--- config.mk ---
export PLATFORM = sky130hd
export DESIGN_NAME = traffic_light_bank
export DESIGN_NICKNAME = d
export VERILOG_FILES = /design/src/rtl/traffic_pkg.sv /design/src/rtl/traffic_light_chan.sv /design/src/rtl/traffic_light_bank.sv
export SDC_FILE = /design/constraint.sdc
export NUM_CORES = 1
export LEC_CHECK = 0
export CELL_PAD_IN_SITES_DETAIL_PLACEMENT = 1
export CELL_PAD_IN_SITES_GLOBAL_PLACEMENT = 1
export CORE_AREA = 2 2 106 118
export CTS_CLUSTER_SIZE = 40
export DETAILED_ROUTE_END_ITERATION = 7
export DIE_AREA = 0 0 108 120
export DONT_BUFFER_PORTS = 1
export PLACE_DENSITY_LB_ADDON = 0.1
export SYNTH_ARGS = -nofsm -noshare
export SYNTH_HDL_FRONTEND = slang
export SYNTH_SLANG_ARGS = --single-unit
export TNS_END_PERCENT = 10
--- constraint.sdc ---
create_clock -name clk -period 3.4 [get_ports clk]
set_input_delay 0.68 -clock clk [delete_from_list [all_inputs] [get_ports clk]]
set_output_delay 0.68 -clock clk [all_outputs]
set_load 0.02 [all_outputs]
--- src/rtl/traffic_pkg.sv ---
// Shared phase/config codes and phase-sequencing rule for the traffic light bank.
package traffic_pkg;

    // Widest duration the sequencing helper accepts; channels zero-extend into it.
    localparam int FN_TIME_W = 16;

    typedef enum logic [1:0] {
        PH_OFF    = 2'd0,
        PH_RED    = 2'd1,
        PH_GREEN  = 2'd2,
        PH_YELLOW = 2'd3
    } phase_t;

    typedef enum logic [1:0] {
        CF_RED    = 2'd0,
        CF_GREEN  = 2'd1,
        CF_YELLOW = 2'd2,
        CF_START  = 2'd3
    } cfg_field_t;

    // First successor in RED->GREEN->YELLOW order with a non-zero time; else stay put.
    function automatic phase_t next_phase(
        input phase_t                 cur,
        input logic [FN_TIME_W-1:0]   t_red,
        input logic [FN_TIME_W-1:0]   t_green,
        input logic [FN_TIME_W-1:0]   t_yel,
        input logic                   yellow_en
    );
        logic   ok_r;
        logic   ok_g;
        logic   ok_y;
        phase_t nxt;
        ok_r = (t_red != '0);
        ok_g = (t_green != '0);
        ok_y = yellow_en && (t_yel != '0);
        nxt  = cur;
        case (cur)
            PH_RED:    if (ok_g) nxt = PH_GREEN;  else if (ok_y) nxt = PH_YELLOW;
            PH_GREEN:  if (ok_y) nxt = PH_YELLOW; else if (ok_r) nxt = PH_RED;
            PH_YELLOW: if (ok_r) nxt = PH_RED;    else if (ok_g) nxt = PH_GREEN;
            default:   nxt = cur;
        endcase
        return nxt;
    endfunction

endpackage

--- src/rtl/traffic_light_chan.sv ---
// One traffic-light channel: programmable phase times, start phase, phase FSM,
// tick counter and the registered phase_done pulse.
module traffic_light_chan
    import traffic_pkg::*;
#(
    parameter int TIME_W       = 5,
    parameter int DEFAULT_TIME = 10,
    parameter bit YELLOW_EN    = 1'b1
) (
    input  logic              clk,
    input  logic              rst,
    input  logic              i_tick,
    input  logic              i_run,
    input  logic              i_restart,
    input  logic              i_cfg_we,
    input  cfg_field_t        i_cfg_field,
    input  logic [TIME_W-1:0] i_cfg_data,
    output logic [1:0]        o_color,
    output logic              o_phase_done
);

    logic [TIME_W-1:0] r_time_red,  w_time_red;
    logic [TIME_W-1:0] r_time_grn,  w_time_grn;
    logic [TIME_W-1:0] r_time_yel,  w_time_yel;
    phase_t            r_start,     w_start;
    phase_t            r_phase,     w_phase;
    logic [TIME_W-1:0] r_count,     w_count;
    logic              r_done,      w_done;

    logic [TIME_W-1:0] w_cur_time;
    logic              w_terminal;
    phase_t            w_succ;
    phase_t            w_cfg_start;

    always_ff @(posedge clk) begin
        if (rst) begin
            r_time_red <= TIME_W'(DEFAULT_TIME);
            r_time_grn <= TIME_W'(DEFAULT_TIME);
            r_time_yel <= TIME_W'(DEFAULT_TIME);
            r_start    <= PH_RED;
            r_phase    <= PH_RED;
            r_count    <= '0;
            r_done     <= 1'b0;
        end else begin
            r_time_red <= w_time_red;
            r_time_grn <= w_time_grn;
            r_time_yel <= w_time_yel;
            r_start    <= w_start;
            r_phase    <= w_phase;
            r_count    <= w_count;
            r_done     <= w_done;
        end
    end

    always_comb begin
        case (r_phase)
            PH_GREEN:  w_cur_time = r_time_grn;
            PH_YELLOW: w_cur_time = r_time_yel;
            default:   w_cur_time = r_time_red;
        endcase
    end

    // Extra bit keeps count+1 from wrapping when the time is at its maximum.
    assign w_terminal = ({1'b0, r_count} + (TIME_W+1)'(1)) >= {1'b0, w_cur_time};
    assign w_succ     = next_phase(r_phase, FN_TIME_W'(r_time_red), FN_TIME_W'(r_time_grn),
                                   FN_TIME_W'(r_time_yel), YELLOW_EN);
    assign w_cfg_start = ((i_cfg_data[1:0] == 2'd0) || (i_cfg_data[1:0] == 2'd3 && !YELLOW_EN))
                         ? PH_RED : phase_t'(i_cfg_data[1:0]);

    always_comb begin
        w_time_red = r_time_red;
        w_time_grn = r_time_grn;
        w_time_yel = r_time_yel;
        w_start    = r_start;
        w_phase    = r_phase;
        w_count    = r_count;
        w_done     = 1'b0;
        if (i_restart) begin
            w_phase = r_start;
            w_count = '0;
        end else if (i_cfg_we) begin
            // A write to this channel swallows any tick in the same cycle.
            case (i_cfg_field)
                CF_RED:    w_time_red = i_cfg_data;
                CF_GREEN:  w_time_grn = i_cfg_data;
                CF_YELLOW: if (YELLOW_EN) w_time_yel = i_cfg_data;
                CF_START: begin
                    w_start = w_cfg_start;
                    w_phase = w_cfg_start;
                    w_count = '0;
                end
                default: ;
            endcase
        end else if (i_run && i_tick) begin
            if (w_terminal) begin
                w_count = '0;
                w_phase = w_succ;
                w_done  = (w_succ != r_phase);
            end else begin
                w_count = r_count + TIME_W'(1);
            end
        end
    end

    assign o_color      = i_run ? r_phase : PH_OFF;
    assign o_phase_done = r_done;

endmodule

--- src/rtl/traffic_light_bank.sv ---
// N-channel programmable traffic-light controller: config decode, control
// fan-out and output packing around an array of channels.
module traffic_light_bank
    import traffic_pkg::*;
#(
    parameter int NUM_LIGHTS   = 4,
    parameter int TIME_W       = 5,
    parameter int DEFAULT_TIME = 10,
    parameter bit YELLOW_EN    = 1'b1,
    localparam int LIGHT_W     = (NUM_LIGHTS > 1) ? $clog2(NUM_LIGHTS) : 1
) (
    input  logic                    clk,
    input  logic                    rst,
    input  logic                    tick,
    input  logic                    run,
    input  logic                    restart,
    input  logic                    cfg_valid,
    input  logic [LIGHT_W-1:0]      cfg_light,
    input  logic [1:0]              cfg_field,
    input  logic [TIME_W-1:0]       cfg_data,
    output logic [2*NUM_LIGHTS-1:0] color,
    output logic [NUM_LIGHTS-1:0]   phase_done
);

    logic [NUM_LIGHTS-1:0]      w_cfg_we;
    logic [NUM_LIGHTS-1:0][1:0] w_color;
    cfg_field_t                 w_cfg_field;

    assign w_cfg_field = cfg_field_t'(cfg_field);

    // Out-of-range cfg_light matches no channel, so the write is dropped.
    for (genvar g = 0; g < NUM_LIGHTS; g++) begin : g_chan
        assign w_cfg_we[g] = cfg_valid && (cfg_light == LIGHT_W'(g));

        traffic_light_chan #(
            .TIME_W       (TIME_W),
            .DEFAULT_TIME (DEFAULT_TIME),
            .YELLOW_EN    (YELLOW_EN)
        ) u_chan (
            .clk          (clk),
            .rst          (rst),
            .i_tick       (tick),
            .i_run        (run),
            .i_restart    (restart),
            .i_cfg_we     (w_cfg_we[g]),
            .i_cfg_field  (w_cfg_field),
            .i_cfg_data   (cfg_data),
            .o_color      (w_color[g]),
            .o_phase_done (phase_done[g])
        );
    end

    assign color = w_color;

endmodule

==> results of run 1 <==
==> cells by family (layout without fill, tap and decap cells) <==
family	count (synthesis)	after routing	synth area share, %
adder cells (fa/ha/maj)	24	24	5.39
AND/OR/NAND/NOR	308	308	27.4
buffers and inverters	56	29	4.13
AO/OA/AOI/OAI	174	174	20.9
flip-flops	100	100	35.9
XOR/XNOR	10	10	1.57
multiplexers	26	26	4.67
==> state kept, by name (all words and copies together), names as in the netlist <==
signal                      count
g_chan.u_chan.r_phase           8
g_chan.u_chan.r_count          20
g_chan.u_chan.r_time_yel       20
g_chan.u_chan.r_time_red       20
g_chan.u_chan.r_start           8
g_chan.u_chan.o_phase_done      4
g_chan.u_chan.r_time_grn       20
==> cell usage in the layout, fill, tap and decap left out, types with 3 or more instances in the layout <==
master and instances:
a2111oi_0 6, a211o_1 23, a21oi_1 57, a22oi_1 12
a31oi_1 9, and2_1 11, and3_1 23, buf_4 7
clkbuf_16 9, dfxtp_1 100, ha_1 24, inv_1 5
mux2i_1 26, nand2_1 95, nand2b_1 7, nand3_1 60
nand3b_1 12, nor2_1 55, nor2b_1 10, nor3_1 10
nor3b_2 3, nor4_1 4, o21a_1 3, o21ai_0 36
o21ai_1 3, or2_2 3, or4_1 7, xnor2_1 7
xor2_1 3
==> area by class of cell <==
| class | count | area [sq um] | area share [%] |
|---|---|---|---|
| clock buffer | 11 | 253 | 4.25 |
| clock inverter | 5 | 83.8 | 1.41 |
| inverter | 6 | 22.5 | 0.378 |
| multi-input combinational | 542 | 3350 | 56.2 |
| sequential | 100 | 2000 | 33.6 |
| tap | 154 | 193 | 3.24 |
| timing repair buffer | 7 | 52.6 | 0.883 |
==> path summary, 6_finish.rpt <==
check,slack (ns),cells past startpoint,from,end
max,0.51,8,g_chan[2].u_chan.r_phase[0]$_SDFFE_PP1P_,g_chan[2].u_chan.r_count[3]$_SDFFE_PP0P_
min,0.39,1,rst,g_chan[3].u_chan.r_time_yel[2]$_SDFFE_PP0P_
max reg2reg,0.51,8,g_chan[2].u_chan.r_phase[0]$_SDFFE_PP1P_,g_chan[2].u_chan.r_count[3]$_SDFFE_PP0P_
min reg2reg,0.46,2,g_chan[3].u_chan.r_time_red[2]$_SDFFE_PP0P_,g_chan[3].u_chan.r_time_red[2]$_SDFFE_PP0P_
==> power groups by stage <==
stage               Sequential (W)  Combinational (W)  Clock, W
floorplan                  0.00122           0.000167         0
global placement           0.00124           0.000161         0
detailed placement         0.00124           0.000168         0
CTS                        0.00121           0.000170   0.00117
global route               0.00122           0.000190   0.00124
finish                     0.00121           0.000169   0.00116
==> per-layer routing <==
metal	track usage (%)	routed length [microns]
met5	0	0
met4	8.73	294
met3	3.37	540
met2	47.2	8350
met1	32.5	7180
==> worst register-to-register path: stages, from the launching register on <==
cell,delay [ns]
dfxtp_1,0.61
mux2i_1,0.25
a21oi_1,0.10
ha_1,0.31
nand2b_4,0.14
a2111o_1,0.46
a311oi_4,0.48
a41oi_2,0.19
a311oi_2,0.27
==> per-stage QoR <==
step	area (sq um)	total power, W
after detailed placement	5620	0.00141
final	5950	0.00254
after floorplan	5570	0.00139
after global routing	5950	0.00264
after global placement	5620	0.00140
after CTS	5950	0.00256
==> results.json, run 1 <==
{
  "seqPwrFrac_pct": 47.7,
  "powerDensity_nw_per_um2": 427,
  "power_switching_w": 0.000604,
  "fin_worst_skew_ns": 0.0102,
  "grt_pass1_wl_mm": 26.9,
  "cts_tree": "built",
  "cts_buffers": 9,
  "drt_iter0_drc": 256,
  "holdWs_ns": 0.392,
  "layout.nets": 705,
  "critPathKind": "register to register",
  "worstPathMaxFanout": 12,
  "antenna_left": 0,
  "post_cts_resized": 0,
  "place_ws_ns": 0.482,
  "worstPathArrival_ns": 3.16,
  "fp-row-count": 42,
  "fill_cells": 1468,
  "clk_pin_slew_ns": 0.07,
  "ys_ff_latch": 100,
  "cp-start-kind": "register",
  "clock_latency_ns": 0.35,
  "syn_area_per_cell_sq_um": 7.98,
  "crit_chain": "mux2i_1 > a21oi_1 > ha_1 > nand2b_4 > a2111o_1 > a311oi_4 > a41oi_2 > a311oi_2",
  "vias": 5029,
  "p_clk_share_pct": 45.6,
  "dp_hpwl_mm": 11.3,
  "clock-sinks": 100,
  "fin_ws_ns": 0.509,
  "worst_ep_required_time_ns": 3.67,
  "firstDrtPassIters": 5,
  "fmax_mhz": 346,
  "grt_max_degree": 81,
  "finalMaxSlewViolations": 0,
  "crit_family": "compound AO/OA/AOI/OAI gates",
  "portBuffers": 0,
  "synthFlopType": "dfxtp_1",
  "swShare_pct": 23.8,
  "yosysUniqueCellTypes": 62,
  "p_comb_share_pct": 6.7,
  "start_util_pct": 47.1,
  "drive_gt1_share_pct": 5.66,
  "coreArea_sq_um": 11800,
  "postCtsSetupBuffers": 0,
  "status": "finished clean",
  "synth_most_common_cell": "dfxtp_1",
  "utilization_pct": 50.3,
  "yosysTopAreaCellShare_pct": 35.9,
  "synthTopCellsByCount": "dfxtp_1, nand2_1, nand3_1",
  "intPower_w": 0.00194,
  "seq_area_frac_synth_pct": 35.9,
  "maxCapViolations": 0,
  "crit_path_end_kind": "register",
  "ios": 27,
  "synth.area.top_cells": "dfxtp_1, nand2_1, ha_1, nand3_1, a21oi_1",
  "htree_num_levels": 3,
  "dieArea_sq_um": 13000,
  "antenna_found_initial": 0,
  "rsz0062_at_grt": "false",
  "leakage_nw": 2.34,
  "ir_drop_mv": 0.270,
  "cts_hold_buffers": 0,
  "routed_wl_mm": 16.4,
  "critical-path-slowest-cell": "dfxtp_1",
  "postSynth.asyncResetShare_pct": 0,
  "die_w_microns": 108,
  "syn_inst": 698,
  "drc": 0,
  "gp_congestion": 0.807,
  "die_h_microns": 120,
  "grt_pass1_vias": 5224,
  "min_path_type": "input port to register",
  "yosysWarnings": 0,
  "via_per_inst": 6.10,
  "timing.final.crit_share_pct": 85.0,
  "overflow": 0,
  "layoutNonFillerInstCount": 825,
  "fin_tns_setup_ns": 0,
  "synth_edf_count": 0,
  "synth_area_sq_um": 5570,
  "synth_area_leader_cell": "dfxtp_1",
  "antennaDiodeCount": 0,
  "worst-path-buf-inv": 0,
  "placedCellCount": 809,
  "clockBufferDepth": 2,
  "slew-limit-headroom_pct": 42.3,
  "area_growth_pct": 6.90,
  "hold_viol_final": 0,
  "track_usage_pct": 26.4,
  "setup_viol": 0,
  "synth_fp_nets": 737,
  "cpPeakStageDelay_ns": 0.61,
  "layout_min_cycle_time_ns": 2.89,
  "worst_slew_pin_slew_ns": 0.861,
  "wl_per_cell_microns": 19.8,
  "cts_root_buffer": "clkbuf_16"
}
Note: power is estimated with default switching activity, not from simulation.
==> run 2, diff against run 1 <==
--- a/config.mk
+++ b/config.mk
@@ -5,12 +5,13 @@
 export SDC_FILE = /design/constraint.sdc
 export NUM_CORES = 1
 export LEC_CHECK = 0
+export ABC_AREA = 1
 export CELL_PAD_IN_SITES_DETAIL_PLACEMENT = 1
 export CELL_PAD_IN_SITES_GLOBAL_PLACEMENT = 1
-export CORE_AREA = 2 2 106 118
+export CORE_AREA = 2 2 108 121
 export CTS_CLUSTER_SIZE = 40
 export DETAILED_ROUTE_END_ITERATION = 7
-export DIE_AREA = 0 0 108 120
+export DIE_AREA = 0 0 110 123
 export DONT_BUFFER_PORTS = 1
 export PLACE_DENSITY_LB_ADDON = 0.1
 export SYNTH_ARGS = -nofsm -noshare
==> results.json, run 2 <==
{
  "power_w": 0.00244,
  "slew-limit-headroom_pct": 43.4,
  "yosysUniqueCellTypes": 28,
  "p_comb_share_pct": 9.1,
  "cts_root_buffer": "clkbuf_16",
  "antenna_found_initial": 0,
  "status": "finished clean",
  "postLayoutCellArea_sq_um": 5910,
  "cts_tree": "built",
  "synth_most_common_cell": "nand2_1",
  "intPower_w": 0.00180,
  "grt_max_degree": 68,
  "seq_area_frac_synth_pct": 36.1,
  "synth_edf_count": 0,
  "portBuffers": 0,
  "multiInputGateArea_sq_um": 3010,
  "synth_area_sq_um": 5550,
  "cp-start-kind": "register",
  "utilization_pct": 48.0,
  "swShare_pct": 26.4,
  "gp_congestion": 0.884,
  "die_w_microns": 110,
  "grt_pass1_vias": 5576,
  "postCtsSetupBuffers": 0,
  "rsz0062_at_grt": "false",
  "clk_pin_slew_ns": 0.07,
  "min_path_type": "input port to register",
  "die_h_microns": 123,
  "critical-path-slowest-cell": "dfxtp_1",
  "syn_area_per_cell_sq_um": 6.67,
  "ios": 27,
  "grt_pass1_wl_mm": 26.9,
  "htree_num_levels": 3,
  "crit_top_cell": "nor2_1",
  "p_clk_share_pct": 41.0,
  "worst_ep_required_time_ns": 3.68,
  "layout_common_cells": "nand2_1, nor2_1, inv_1",
  "ff_latch_area_sq_um": 2000,
  "antenna_left": 0,
  "powerDensity_nw_per_um2": 413,
  "placed_area_sq_um": 5630,
  "yosysTopAreaCellShare_pct": 36.1,
  "worstPathArrival_ns": 2.81,
  "fill_cells": 1661,
  "post_cts_resized": 0,
  "cts_hold_buffers": 0,
  "timing.final.crit_share_pct": 74.6,
  "antennaDiodeCount": 0,
  "ys_ff_latch": 100,
  "wl_per_cell_microns": 16.7,
  "seqPwrFrac_pct": 49.9,
  "worstPathMaxFanout": 9,
  "critPathKind": "register to register",
  "layout.nets": 857,
  "worst_slew_pin_slew_ns": 0.849,
  "power_switching_w": 0.000644,
  "cts_buffers": 9,
  "crit_family": "simple AND/OR/NAND/NOR gates",
  "synthFlopType": "dfxtp_1",
  "postSynth.asyncResetShare_pct": 0,
  "fp-row-count": 43,
  "synth_fp_nets": 871,
  "fin_worst_skew_ns": 0.0123,
  "hold_viol_final": 0,
  "track_usage_pct": 25.9,
  "overflow": 0,
  "drc": 0,
  "start_util_pct": 45.0,
  "fin_tns_setup_ns": 0,
  "leakage_nw": 2.70,
  "final_common_cell": "nand2_1",
  "setup_viol": 0,
  "ir_drop_mv": 0.230,
  "synth.area.top_cells": "dfxtp_1, nand2_1, nor2_1, inv_1, a21oi_1",
  "clock_latency_ns": 0.36,
  "synth_area_leader_cell": "dfxtp_1",
  "synthTopCellsByCount": "nand2_1, nor2_1, inv_1",
  "finalMaxSlewViolations": 0,
  "drt_iter0_drc": 192,
  "drive_gt1_share_pct": 3.40,
  "dp_hpwl_mm": 12.0,
  "fmax_mhz": 395,
  "via_per_inst": 5.44,
  "area_growth_pct": 6.52,
  "syn_inst": 832,
  "cpPeakStageDelay_ns": 0.50,
  "coreArea_sq_um": 12300,
  "crit_path_end_kind": "register",
  "clock-sinks": 100,
  "worst-path-buf-inv": 2,
  "firstDrtPassIters": 4,
  "crit_chain": "inv_1 > nor2_1 > inv_1 > o22ai_1 > a21oi_1 > ha_1 > nand2_1 > nor2_1 > nand3_1 > nand4_1 > nor2_1 > nand2_1 > a21oi_1",
  "vias": 5331,
  "layout_min_cycle_time_ns": 2.53,
  "yosysWarnings": 0,
  "dieArea_sq_um": 13500,
  "routed_wl_mm": 16.3,
  "clockBufferDepth": 2,
  "maxCapViolations": 0
}
==> run 2: cell count changes after synthesis, sizes merged, moves of 11 or more <==
cell / before / now
clkbuf: 42 / 16
nor2: 55 / 113
nand3: 61 / 48
a211o: 23 / 0
nand2: 95 / 192
a21oi: 57 / 75
and3: 23 / 0
o21ai: 39 / 68
nand4: 1 / 12
a22oi: 12 / 0
mux2i: 26 / 0
and2: 11 / 0
inv: 5 / 111
==> run 2: routing by layer <==
layer | track usage (%) | wire length, microns | vias up
met5 | 0 | 0 | -
met4 | 9.49 | 297 | 0
met3 | 5.32 | 491 | 19
met2 | 45.2 | 8170 | 60
met1 | 31.1 | 7380 | 2561
li1 | - | - | 2691
==> run 2: kinds of logic after synthesis <==
family / synth area share (%)
buf+inv: 9.70
fa+ha+maj: 5.41
simple gates: 28.6
xor+xnor: 1.89
compound gates: 18.4
flops: 36.1
==> run 2: final timing paths <==
kind                                                                   from                                     endpoint  slack [ns]  depth (start not counted)
worst min register to register  g_chan[2].u_chan.r_time_grn[2]$_SDFFE_PP0P_  g_chan[2].u_chan.r_time_grn[2]$_SDFFE_PP0P_        0.49                          2
worst min-delay path                                                    rst  g_chan[2].u_chan.r_time_yel[3]$_SDFFE_PP1P_        0.43                          2
worst max register to register     g_chan[2].u_chan.r_phase[1]$_SDFFE_PP0P_     g_chan[2].u_chan.r_count[4]$_SDFFE_PP0P_        0.87                         13
worst max-delay path               g_chan[2].u_chan.r_phase[1]$_SDFFE_PP0P_     g_chan[2].u_chan.r_count[4]$_SDFFE_PP0P_        0.87                         13
==> run 2: power groups by stage <==
stage	clock (W)	sequential, W	combinational [W]
2_1_floorplan	0	0.00123	0.000189
3_3_place_gp	0	0.00124	0.000213
3_5_place_dp	0	0.00124	0.000220
4_1_cts	0.00102	0.00122	0.000223
5_1_grt	0.00106	0.00122	0.000254
6_report	0.00100	0.00122	0.000221
==> run 2: final cells by class <==
| cell class | count | share of cell area [%] |
|---|---|---|
| clock buffers | 13 | 4.40 |
| repair buffers | 1 | 0.127 |
| multi-input cells | 595 | 50.9 |
| flip-flops and latches | 100 | 33.9 |
| clock inverters | 3 | 0.318 |
| well taps | 157 | 3.32 |
| inverters | 111 | 7.05 |
==> run 2: worst register-to-register path: stages, from the launching register on <==
cell and delay [ns]:
dfxtp_1 0.50, inv_1 0.17, nor2_1 0.25, inv_1 0.13
o22ai_1 0.19, a21oi_1 0.07, ha_1 0.27, nand2_1 0.08
nor2_1 0.05, nand3_1 0.09, nand4_1 0.13, nor2_1 0.30
nand2_1 0.09, a21oi_1 0.14
==> run 2: metrics by stage <==
stage	hold WS [ns]	setup WS [ns]	cells
after global placement	0.448	0.988	964
after detailed placement	0.470	0.942	964
after floorplan	0.429	1.46	832
after global routing	0.438	0.563	980
after CTS	0.414	0.834	980
final	0.427	0.865	980
==> run 3, diff against run 2 <==
==> constraint.sdc (replaced) <==
create_clock -name clk -period 2.4 [get_ports clk]
set_input_delay 0.48 -clock clk [delete_from_list [all_inputs] [get_ports clk]]
set_output_delay 0.48 -clock clk [all_outputs]
set_load 0.02 [all_outputs]
==> results.json, run 3 (synthesis gave the netlist of run 2 again) <==
{
  "status": "finished clean",
  "fmax_mhz": 464,
  "crit_chain": "ha_1 > xor2_1 > ha_1 > nand2_1 > nor2_1 > nand3_1 > nand4_1 > nor2_1 > nand2_1 > a21oi_1",
  "postCtsSetupBuffers": 0,
  "min_path_type": "input port to register",
  "rr_startpoint": "g_chan[1].u_chan.r_count[0]$_SDFFE_PP0P_",
  "crit_path_end_kind": "register",
  "drc": 0,
  "placed_area_sq_um": 5700,
  "worst_ep_required_time_ns": 2.68,
  "worstPathArrival_ns": 2.44,
  "holdWs_ns": 0.225,
  "powerDensity_nw_per_um2": 602,
  "worst-path-buf-inv": 0,
  "r2r_slack_ns": 0.24,
  "fp-row-count": 43,
  "min_from": "rst",
  "min_to": "g_chan[0].u_chan.r_time_yel[3]$_SDFFE_PP1P_",
  "start_util_pct": 45.0,
  "track_usage_pct": 26.2,
  "portBuffers": 0,
  "cpPeakStageDelay_ns": 0.46,
  "antennaDiodeCount": 0,
  "route.met3.wl_microns": 567,
  "layout_min_cycle_time_ns": 2.16,
  "htree_num_levels": 3,
  "worstHoldPathCells": 2,
  "layoutNonFillerInstCount": 987,
  "vias": 5466,
  "grt_pass1_wl_mm": 27.4,
  "routed.top_layer": "met4",
  "dp_hpwl_mm": 12.3,
  "cts_tree": "built",
  "timing.final.crit_share_pct": 89.8,
  "clockBufferDepth": 2,
  "area_growth_pct": 8.43,
  "wl_met2_mm": 8.56,
  "overflow": 0,
  "die_h_microns": 123,
  "layout_common_cells": "nand2_1, inv_1, nor2_1",
  "finalMaxSlewViolations": 0,
  "wl_per_cell_microns": 17.0,
  "clock_latency_ns": 0.36,
  "utilization_pct": 48.8,
  "grt_pass1_vias": 5681,
  "reg2reg_to": "g_chan[1].u_chan.r_count[3]$_SDFFE_PP0P_",
  "clk_pin_slew_ns": 0.07,
  "fin_worst_skew_ns": 0.00748,
  "grt_max_degree": 68,
  "leakage_nw": 2.75,
  "routed_wl_mm": 16.8,
  "clock-sinks": 100,
  "coreArea_sq_um": 12300,
  "die_w_microns": 110,
  "via_per_inst": 5.54,
  "worstPathMaxFanout": 7,
  "setup_viol": 0,
  "cp-start-kind": "register",
  "maxCapViolations": 0,
  "final_common_cell": "nand2_1",
  "gp_congestion": 0.860,
  "cts_buffers": 9,
  "crit_family": "simple AND/OR/NAND/NOR gates",
  "firstDrtPassIters": 4,
  "dieArea_sq_um": 13500,
  "slew-limit-headroom_pct": 45.6,
  "ir_drop_mv": 0.467,
  "antenna_found_initial": 0,
  "critPathKind": "register to register",
  "postLayoutCellArea_sq_um": 6020,
  "drt_iter0_drc": 183,
  "layout.nets": 866,
  "power_w": 0.00362,
  "met1_length_mm": 7.28,
  "placedCellCount": 973,
  "drive_gt1_share_pct": 4.94,
  "worst_slew_pin_slew_ns": 0.815,
  "cp.depth": 10,
  "critical-path-slowest-cell": "dfxtp_1",
  "antenna_left": 0,
  "ios": 27,
  "worstRegToRegCells": 10,
  "rsz0062_at_grt": "true",
  "cts_root_buffer": "clkbuf_16",
  "hold_viol_final": 0
}
## run 3: cell types whose count changed in the layout (fill, tap and decap cells not counted), moves of 2 or more
cell       change
clkinv_2       -2
nor2_2         +5
clkbuf_8       -2
bufinv_16      +2
buf_4          +9
nor2_1         -5
## run 3: final cells by class
class	instances	area [sq um]
Inverter	111	417
Multi-Input combinational cell	595	3020
Fill cell	1637	6300
Tap cell	157	196
Clock buffer	10	229
Sequential cell	100	2000
Clock inverter	4	76.3
Timing Repair Buffer	10	75.1
## run 3: worst max-delay path by stage
stage	startpoint	end
CTS	g_chan[3].u_chan.r_phase[0]$_SDFFE_PP1P_	g_chan[3].u_chan.r_count[3]$_SDFFE_PP0P_
global placement	g_chan[3].u_chan.r_phase[0]$_SDFFE_PP1P_	g_chan[3].u_chan.r_count[1]$_SDFFE_PP0P_
detailed placement	g_chan[3].u_chan.r_phase[0]$_SDFFE_PP1P_	g_chan[3].u_chan.r_count[3]$_SDFFE_PP0P_
floorplan	g_chan[1].u_chan.r_phase[1]$_SDFFE_PP0P_	g_chan[1].u_chan.r_count[2]$_SDFFE_PP0P_
global route	g_chan[2].u_chan.r_phase[1]$_SDFFE_PP0P_	g_chan[2].u_chan.r_phase[1]$_SDFFE_PP0P_
finish	g_chan[1].u_chan.r_count[0]$_SDFFE_PP0P_	g_chan[1].u_chan.r_count[3]$_SDFFE_PP0P_
## run 3: where the power goes
group | leakage, nW | internal [W] | switching [W]
logic | 1.80 | 0.000108 | 0.000238
registers | 0.810 | 0.00169 | 0.0000253
clock network | 0.145 | 0.000905 | 0.000659
total | 2.75 | 0.00270 | 0.000922
## run 3: per-stage QoR
step / setup TNS [ns] / setup WS [ns]
after floorplan: 0 / 0.456
after detailed placement: 0 / 0.188
after global routing: -0.0270 / -0.0270
after global placement: 0 / 0.228
final: 0 / 0.244
after CTS: 0 / 0.101
## run 3: timing repair
item                                    in CTS  in global routing
hold buffers                                 0                  0
endpoints found under the setup margin       0                 10
gates resized for setup                      0                  5
## run 3: worst reg2reg max path, cell delays in order (launching register included)
cell and delay, ns:
dfxtp_1 0.46, ha_1 0.23, xor2_1 0.24, ha_1 0.28, nand2_1 0.09, nor2_1 0.06, nand3_1 0.08, nand4_1 0.12
nor2_1 0.29, nand2_1 0.10, a21oi_1 0.14
## run 3: routing by layer
layer	track usage, %	vias to the layer above
met5	0	-
met4	10.1	0
met3	4.01	28
met2	47.0	88
met1	31.1	2648
li1	-	2702
